**src/rtl/pdp8_pkg.sv**
```systemverilog
// -----------------------------------------------------------------------------
// pdp8_pkg
// Shared definitions for the PDP-8/I processor model.
//   MS_W        width of the one-hot major-state vector
//   MS_F..MS_B  bit index of each major state within that vector
//   MS_FETCH    major-state value for Fetch (power-up / initialize state)
// Helper functions:
//   ms_prio_onehot  resolve a vector of next-state requests to one state
//   ms_multi_req    true when more than one request is present
// -----------------------------------------------------------------------------
package pdp8_pkg;

   localparam int MS_W  = 6;

   localparam int MS_F  = 0;
   localparam int MS_D  = 1;
   localparam int MS_E  = 2;
   localparam int MS_WC = 3;
   localparam int MS_CA = 4;
   localparam int MS_B  = 5;

   localparam logic [MS_W-1:0] MS_FETCH = 6'b000001;

   // Requests are ordered so that a higher bit index means higher priority
   // (B > CA > WC > E > D > F). The loop lets the highest asserted index win;
   // with no request at all the machine falls back to Fetch.
   function automatic logic [MS_W-1:0] ms_prio_onehot(input logic [MS_W-1:0] req);
      logic [MS_W-1:0] sel;
      sel = MS_FETCH;
      for (int i = 0; i < MS_W; i++) begin
         if (req[i]) begin
            sel    = '0;
            sel[i] = 1'b1;
         end
      end
      return sel;
   endfunction

   function automatic logic ms_multi_req(input logic [MS_W-1:0] req);
      int n;
      n = 0;
      for (int i = 0; i < MS_W; i++) begin
         n += int'(req[i]);
      end
      return (n > 1);
   endfunction

endpackage

```
**src/rtl/pulse_sync_edge.sv**
```systemverilog
// -----------------------------------------------------------------------------
// pulse_sync_edge
// Synchronizes a timing-pulse level into the clk domain and produces a
// combinational rising-edge indication. All flops reset to 1, so a pulse that
// is already high when reset is released must first be seen low before an
// edge can be reported.
// Parameters:
//   STAGES   number of synchronizer flops (0..3); 0 uses pulse_i directly
// Ports:
//   clk      system clock
//   rst_n    asynchronous active-low reset
//   pulse_i  timing-pulse level
//   rise_o   high for one cycle when the synchronized level goes 0 -> 1
// -----------------------------------------------------------------------------
module pulse_sync_edge #(
   parameter int STAGES = 2
) (
   input  logic clk,
   input  logic rst_n,
   input  logic pulse_i,
   output logic rise_o
);

   logic sync_s;
   logic dly_q;

   generate
      if (STAGES == 0) begin : g_direct
         assign sync_s = pulse_i;
      end else begin : g_sync
         logic [STAGES-1:0] sync_q;

         always_ff @(posedge clk or negedge rst_n) begin
            if (!rst_n) begin
               sync_q <= '1;
            end else begin
               sync_q[0] <= pulse_i;
               for (int i = 1; i < STAGES; i++) begin
                  sync_q[i] <= sync_q[i-1];
               end
            end
         end

         assign sync_s = sync_q[STAGES-1];
      end
   endgenerate

   always_ff @(posedge clk or negedge rst_n) begin
      if (!rst_n) begin
         dly_q <= 1'b1;
      end else begin
         dly_q <= sync_s;
      end
   end

   assign rise_o = sync_s & ~dly_q;

endmodule

```
**src/rtl/major_state_reg.sv**
```systemverilog
// -----------------------------------------------------------------------------
// major_state_reg
// One-hot major-state register of the PDP-8/I (F, D, E, WC, CA, B). The state
// advances once per rising edge of TP4; the next state is chosen from the
// active-low set lines driven by the upstream AOI gates.
// Parameters:
//   SYNC_STAGES  synchronizer depth on tp4 (0..3)
// Ports:
//   clk, rst_n        clock / asynchronous active-low reset
//   tp4               TP4 level from the timing generator
//   init              synchronous initialize, forces Fetch
//   *_set_n           active-low next-state requests (F, D, E, WC, CA, B)
//   ms / ms_n         one-hot major state and its complement
//   tp4_edge          one-cycle strobe in the cycle after each state update
//   conflict          sticky: several set lines were asserted at an update
// -----------------------------------------------------------------------------
module major_state_reg
   import pdp8_pkg::*;
#(
   parameter int SYNC_STAGES = 2
) (
   input  logic            clk,
   input  logic            rst_n,
   input  logic            tp4,
   input  logic            init,
   input  logic            f_set_n,
   input  logic            d_set_n,
   input  logic            e_set_n,
   input  logic            wc_set_n,
   input  logic            ca_set_n,
   input  logic            b_set_n,
   output logic [MS_W-1:0] ms,
   output logic [MS_W-1:0] ms_n,
   output logic            tp4_edge,
   output logic            conflict
);

   logic            upd;
   logic [MS_W-1:0] req;

   logic [MS_W-1:0] ms_q,       ms_d;
   logic            conflict_q, conflict_d;
   logic            edge_q,     edge_d;

   pulse_sync_edge #(
      .STAGES  (SYNC_STAGES)
   ) u_tp4_edge (
      .clk     (clk),
      .rst_n   (rst_n),
      .pulse_i (tp4),
      .rise_o  (upd)
   );

   // Bit positions follow the major-state encoding so that the request
   // vector can be resolved straight into a one-hot state.
   always_comb begin
      req        = '0;
      req[MS_F]  = ~f_set_n;
      req[MS_D]  = ~d_set_n;
      req[MS_E]  = ~e_set_n;
      req[MS_WC] = ~wc_set_n;
      req[MS_CA] = ~ca_set_n;
      req[MS_B]  = ~b_set_n;
   end

   // init wins over a coincident update; that TP4 edge is simply dropped
   // while the edge pipeline keeps running.
   always_comb begin
      ms_d       = ms_q;
      conflict_d = conflict_q;
      edge_d     = upd;
      if (init) begin
         ms_d       = MS_FETCH;
         conflict_d = 1'b0;
         edge_d     = 1'b0;
      end else if (upd) begin
         ms_d = ms_prio_onehot(req);
         if (ms_multi_req(req)) begin
            conflict_d = 1'b1;
         end
      end
   end

   always_ff @(posedge clk or negedge rst_n) begin
      if (!rst_n) begin
         ms_q       <= MS_FETCH;
         conflict_q <= 1'b0;
         edge_q     <= 1'b0;
      end else begin
         ms_q       <= ms_d;
         conflict_q <= conflict_d;
         edge_q     <= edge_d;
      end
   end

   assign ms       = ms_q;
   assign ms_n     = ~ms_q;
   assign tp4_edge = edge_q;
   assign conflict = conflict_q;

endmodule

```
**config.mk**
```make
export PLATFORM = sky130hd
export DESIGN_NAME = major_state_reg
export DESIGN_NICKNAME = d
export VERILOG_FILES = /design/src/rtl/pdp8_pkg.sv /design/src/rtl/pulse_sync_edge.sv /design/src/rtl/major_state_reg.sv
export SDC_FILE = /design/constraint.sdc
export NUM_CORES = 1
export LEC_CHECK = 0
export BUFFER_PORTS_ARGS = -buffer_cell sky130_fd_sc_hd__buf_4
export CAP_MARGIN = 20
export CORE_AREA = 2 2 39 41
export DETAILED_ROUTE_END_ITERATION = 6
export DIE_AREA = 0 0 41 43
export GPL_TIMING_DRIVEN = 0
export PLACE_DENSITY = 0.78
export SETUP_SLACK_MARGIN = 0.02
export SLEW_MARGIN = 10
export SYNTH_ARGS = -nofsm -noshare
export SYNTH_HDL_FRONTEND = slang
export SYNTH_HIERARCHICAL = 1
export SYNTH_SLANG_ARGS = --single-unit
```
**constraint.sdc**
```tcl
create_clock -name clk -period 1.35 [get_ports clk]
set_input_delay 0.2025 -clock clk [delete_from_list [all_inputs] [get_ports clk]]
set_output_delay 0.2025 -clock clk [all_outputs]
set_load 0.02 [all_outputs]
```
==> impl_results.html <==
<table>
<tr><th>Metric</th><th>Value</th></tr>
<tr><th colspan="2">Worst setup path</th></tr>
<tr><td>Type of the worst setup path</td><td>in2reg</td></tr>
<tr><td>Slowest CP cell</td><td>sky130_fd_sc_hd__fa_1</td></tr>
<tr><td>End of the worst register-to-register path</td><td>ms[1]</td></tr>
<tr><td>Startpoint type of the worst setup path</td><td>input pin</td></tr>
<tr><td>R2r setup slk</td><td>0.16 ns</td></tr>
<tr><td>Number of cell instances on the worst register-to-register path</td><td>4</td></tr>
<tr><td>Crit path buf inv count</td><td>2</td></tr>
<tr><td>Critical Path RT</td><td>1.51 ns</td></tr>
<tr><td>Reg2Reg Launch Point</td><td>u_tp4_edge/g_sync.sync_q[1]</td></tr>
<tr><td>Critical path's most frequent cell</td><td>sky130_fd_sc_hd__fa_1</td></tr>
<tr><td>Crit-path max cell delay</td><td>0.50 ns</td></tr>
<tr><td>Worst endpoint data arrival time</td><td>2.05 ns</td></tr>
<tr><td>Cell breakdown of the critical path</td><td>buf_6, inv_2, fa_1, fa_1, nor2b_4, fa_1, o21ai_1, a21oi_1</td></tr>
<tr><td>Largest driver fanout on the critical path</td><td>3</td></tr>
<tr><td>Sort of element at the end of the critical path</td><td>flip-flop</td></tr>
<tr><td>Cell class contributing the biggest share of worst-path delay</td><td>adder cells</td></tr>
<tr><th colspan="2">Yosys</th></tr>
<tr><td>Synthesized flop and latch total</td><td>11</td></tr>
<tr><td>Multiplexer fraction of the synthesized cell area</td><td>0</td></tr>
<tr><td>Synthesized cell area</td><td>564.3 µm²</td></tr>
<tr><td>Syn Nets</td><td>64</td></tr>
<tr><td>Syn Inst Count</td><td>51</td></tr>
<tr><td>Avg Cell Area, Syn</td><td>11.06 µm²</td></tr>
<tr><td>Warnings from Yosys</td><td>6</td></tr>
<tr><td>Fraction of the mapped netlist area in adder cells</td><td>0.1064</td></tr>
<tr><td>Post-synthesis share of cell area spent on and, or, nand and nor gates</td><td>0.1929</td></tr>
<tr><td>Fraction of the yosys area taken by sequential cells</td><td>0.4967</td></tr>
<tr><td>Top area cells in the synthesized netlist</td><td>sky130_fd_sc_hd__dfrtp_1 31%, sky130_fd_sc_hd__dfstp_2 19%, sky130_fd_sc_hd__fa_1 11%</td></tr>
<tr><td>Synth Area in Compound Gates</td><td>0.09534</td></tr>
<tr><td>Post-synth cell types</td><td>18</td></tr>
<tr><td>Dominant cell type by area after synthesis</td><td>sky130_fd_sc_hd__dfrtp_1</td></tr>
<tr><td>XOR/XNOR Fraction of Synth Area</td><td>0</td></tr>
<tr><td>Dominant combinational cell family by area after synthesis</td><td>simple AND/OR/NAND/NOR gates</td></tr>
<tr><td>Synth top area share</td><td>0.3104</td></tr>
<tr><th colspan="2">Floorplanning</th></tr>
<tr><td>Number of placed I/O pins</td><td>24</td></tr>
<tr><td>Die Ht</td><td>43 µm</td></tr>
<tr><td>Number of rows in the core area</td><td>14</td></tr>
<tr><td>Core area</td><td>1384 µm²</td></tr>
<tr><td>Die Area</td><td>1763 µm²</td></tr>
<tr><td>Starting density of the core</td><td>0.4078</td></tr>
<tr><td>Width of the die</td><td>41 µm</td></tr>
<tr><th colspan="2">Power and ir drop</th></tr>
<tr><td>Pwr per Cell Area</td><td>933.8 nW/µm²</td></tr>
<tr><td>Reported leakage power</td><td>0.3969 nW</td></tr>
<tr><td>Total power of the final layout</td><td>0.7454 mW</td></tr>
<tr><td>Peak supply drop</td><td>622.5 µV</td></tr>
<tr><th colspan="2">Global routing</th></tr>
<tr><td>Maximum number of pins on one net before global-route repair</td><td>12</td></tr>
<tr><td>Antenna violations before repair</td><td>0</td></tr>
<tr><td>Number of global-route vias before repair</td><td>443</td></tr>
<tr><td>Global-route wire length before repair</td><td>1835 µm</td></tr>
<tr><td>Overflow left after global routing</td><td>0</td></tr>
<tr><td>Gr usage total</td><td>0.1685</td></tr>
<tr><th colspan="2">Cells and area</th></tr>
<tr><td>Layout cell share with drive strength beyond 1</td><td>0.4872</td></tr>
<tr><td>Multi-input gate area</td><td>230.2 µm²</td></tr>
<tr><td>Fin area</td><td>798.3 µm²</td></tr>
<tr><td>Sequential Area</td><td>280.3 µm²</td></tr>
<tr><td>Non-filler cells in the finished layout</td><td>94</td></tr>
<tr><td># nets final</td><td>92</td></tr>
<tr><td>Diodes inserted</td><td>0</td></tr>
<tr><td>Number of inserted filler cells in the final layout</td><td>132</td></tr>
<tr><td>Syn-to-layout area delta</td><td>41.46%</td></tr>
<tr><th colspan="2">STA</th></tr>
<tr><td>Slack of the critical path</td><td>-0.5401 ns</td></tr>
<tr><td>Highest Clock Rate</td><td>0.5291 GHz</td></tr>
<tr><td>Worst slew margin relative to its limit</td><td>0.8651</td></tr>
<tr><td>Crit path time final</td><td>1.890 ns</td></tr>
<tr><td>Final setup vio count</td><td>1</td></tr>
<tr><td>Clock skew</td><td>0.001920 ns</td></tr>
<tr><td>Period utilisation layout</td><td>1.400</td></tr>
<tr><td>Number of pins exceeding their max-slew limit in the final report</td><td>0</td></tr>
<tr><td>RSZ-0062 raised after global routing</td><td>yes</td></tr>
<tr><td>Number of endpoints with negative hold slack in the final report</td><td>0</td></tr>
<tr><td>Slew of the pin with the lowest slew margin</td><td>0.2023 ns</td></tr>
<tr><th colspan="2">Min path</th></tr>
<tr><td>Capture endpoint of the worst hold path</td><td>u_tp4_edge/g_sync.sync_q[0]</td></tr>
<tr><td>Cells on Worst Hold Path</td><td>1</td></tr>
<tr><td>Worst hold path type</td><td>in2reg</td></tr>
<tr><td>Startpoint of the worst hold path</td><td>tp4</td></tr>
<tr><th colspan="2">Outcome</th></tr>
<tr><td>Violated checks</td><td>setup timing</td></tr>
<tr><td>Status</td><td>finished, violations left</td></tr>
<tr><th colspan="2">Route</th></tr>
<tr><td>DR pass1 iterations</td><td>2</td></tr>
<tr><td>Final routed wire length divided by cell count</td><td>12.16 µm</td></tr>
<tr><td>Average vias per placed instance</td><td>4.628</td></tr>
<tr><td>Remaining antenna violation count after routing</td><td>0</td></tr>
<tr><td>DRT iter0 DRCs</td><td>2</td></tr>
<tr><td>Via count</td><td>435</td></tr>
<tr><td>DRC Markers</td><td>0</td></tr>
<tr><td>Aggregate routed wire length</td><td>1143 µm</td></tr>
<tr><th colspan="2">Clock tree</th></tr>
<tr><td>Worst-skew pair later-pin latency</td><td>0.27 ns</td></tr>
<tr><td>Root cell of the clock tree</td><td>sky130_fd_sc_hd__clkbuf_4</td></tr>
<tr><td>Clock buffers created by TritonCTS</td><td>3</td></tr>
<tr><td>H-tree levels</td><td>1</td></tr>
<tr><td>Clock transition at the registers of the reported paths</td><td>0.07 ns</td></tr>
<tr><td>Buffer count from post-CTS setup fixing</td><td>0</td></tr>
<tr><td>Count of clock tree sinks</td><td>11</td></tr>
<tr><td>CTS Buffer Depth</td><td>2</td></tr>
<tr><td>TritonCTS clock tree</td><td>done</td></tr>
<tr><th colspan="2">Place</th></tr>
<tr><td>Dpl cells</td><td>89</td></tr>
<tr><td>HPWL after detailed placement</td><td>877.8 µm</td></tr>
<tr><td>Placer Congestion</td><td>0.7095</td></tr>
<tr><td>Input/output buffers</td><td>22</td></tr>
<tr><td>Cell area after placement</td><td>757.0 µm²</td></tr>
<tr><th colspan="2">Job</th></tr>
<tr><td>Maximum Capacitance Violations</td><td>0</td></tr>
</table>
==> sequential cells by signal, summed over array words and instances (netlist names) <==
register and count:
u_tp4_edge/dly_q 1, u_tp4_edge/g_sync.sync_q 2, conflict 1, tp4_edge 1, ms 6
==> area by class of cell <==
| cell class | instances | share of cell area |
|---|---|---|
| multi-input combinational | 26 | 0.2884 |
| clock inverter | 1 | 0.006270 |
| tap | 16 | 0.02508 |
| inverter | 12 | 0.05643 |
| timing repair buffer | 23 | 0.2241 |
| clock buffer | 3 | 0.02821 |
| sequential | 11 | 0.3511 |
| buffer | 2 | 0.02038 |
==> how the worst max path moves through the flow <==
stage / cells after the start / end / startpoint
floorplan: 7 / conflict / wc_set_n
global placement: 8 / conflict / wc_set_n
detailed placement: 8 / conflict / d_set_n
CTS: 8 / conflict / wc_set_n
global route: 8 / conflict / wc_set_n
finish: 8 / conflict / wc_set_n
==> metrics by stage <==
stage | hold WS (ns) | utilization | TNS, ns | setup slack, ns
after CTS | 0.02359 | 0.5769 | -0.5393 | -0.5393
final | 0.03240 | 0.5769 | -0.5401 | -0.5401
after floorplan | -0.09309 | - | -0.6828 | -0.6828
after global routing | 0.01257 | 0.5769 | -0.5690 | -0.5690
after detailed placement | 0.04335 | 0.5470 | -0.8501 | -0.8501
after global placement | 0.04054 | 0.5470 | -0.8382 | -0.8382
==> cells in the mapped netlist <==
| cell type | number |
|---|---|
| sky130_fd_sc_hd__a211o_1 | 1 |
| sky130_fd_sc_hd__o21ai_0 | 1 |
| sky130_fd_sc_hd__nor2_1 | 2 |
| sky130_fd_sc_hd__clkbuf_2 | 1 |
| sky130_fd_sc_hd__nor2b_1 | 2 |
| sky130_fd_sc_hd__nand3b_1 | 1 |
| sky130_fd_sc_hd__dfstp_2 | 4 |
| sky130_fd_sc_hd__and2b_1 | 1 |
| sky130_fd_sc_hd__buf_6 | 1 |
| sky130_fd_sc_hd__fa_1 | 3 |
| sky130_fd_sc_hd__nand4b_1 | 1 |
| sky130_fd_sc_hd__a32o_1 | 2 |
| sky130_fd_sc_hd__nor2b_4 | 2 |
| sky130_fd_sc_hd__dfrtp_1 | 7 |
| sky130_fd_sc_hd__and3_1 | 2 |
| sky130_fd_sc_hd__inv_1 | 12 |
| sky130_fd_sc_hd__nand2b_1 | 4 |
| sky130_fd_sc_hd__a21oi_1 | 4 |
==> placed cells by master (no fill, tap or decap) <==
cell / n
sky130_fd_sc_hd__dfrtp_1: 7
sky130_fd_sc_hd__inv_1: 9
sky130_fd_sc_hd__dlygate4sd3_1: 1
sky130_fd_sc_hd__a211o_1: 1
sky130_fd_sc_hd__nor2b_4: 3
sky130_fd_sc_hd__a32o_1: 2
sky130_fd_sc_hd__fa_1: 3
sky130_fd_sc_hd__inv_2: 3
sky130_fd_sc_hd__buf_4: 21
sky130_fd_sc_hd__clkbuf_4: 3
sky130_fd_sc_hd__and2b_1: 1
sky130_fd_sc_hd__nand4b_1: 1
sky130_fd_sc_hd__dfstp_2: 4
sky130_fd_sc_hd__a21oi_1: 4
sky130_fd_sc_hd__nand2b_1: 4
sky130_fd_sc_hd__clkbuf_2: 1
sky130_fd_sc_hd__clkinv_2: 1
sky130_fd_sc_hd__nor2b_1: 1
sky130_fd_sc_hd__nor2_1: 2
sky130_fd_sc_hd__buf_6: 2
sky130_fd_sc_hd__o21ai_1: 1
sky130_fd_sc_hd__and3_1: 2
sky130_fd_sc_hd__nand3b_1: 1
==> report_power, final <==
group,internal (mW),leakage (nW),switching (mW)
Combinational,0.0822,0.241,0.0790
Clock,0.110,0.0177,0.116
Sequential,0.349,0.138,0.00901
==> routing by layer <==
metal  up-vias  track usage  part of all wire
met5         -            0                 0
met3         4      0.05236             0.078
met2        19       0.2594              0.47
met4         0       0.1600             0.038
li1        211            -                 -
met1       201       0.1633              0.41
==> timing repair <==
item	4_1_cts	5_1_grt
pin swaps	1	0
hold endpoints to repair	11	0
hold buffers	1	0
cloned	0	0
setup endpoints to repair	1	1
gates resized for setup	4	0
==> logic make-up after synthesis <==
group	count (synthesis)
flip-flops	11
buffers and inverters	14
AND/OR/NAND/NOR	15
adder cells (fa/ha/maj)	3
AO/OA/AOI/OAI	8
Note: power is estimated with default switching activity, not from simulation.
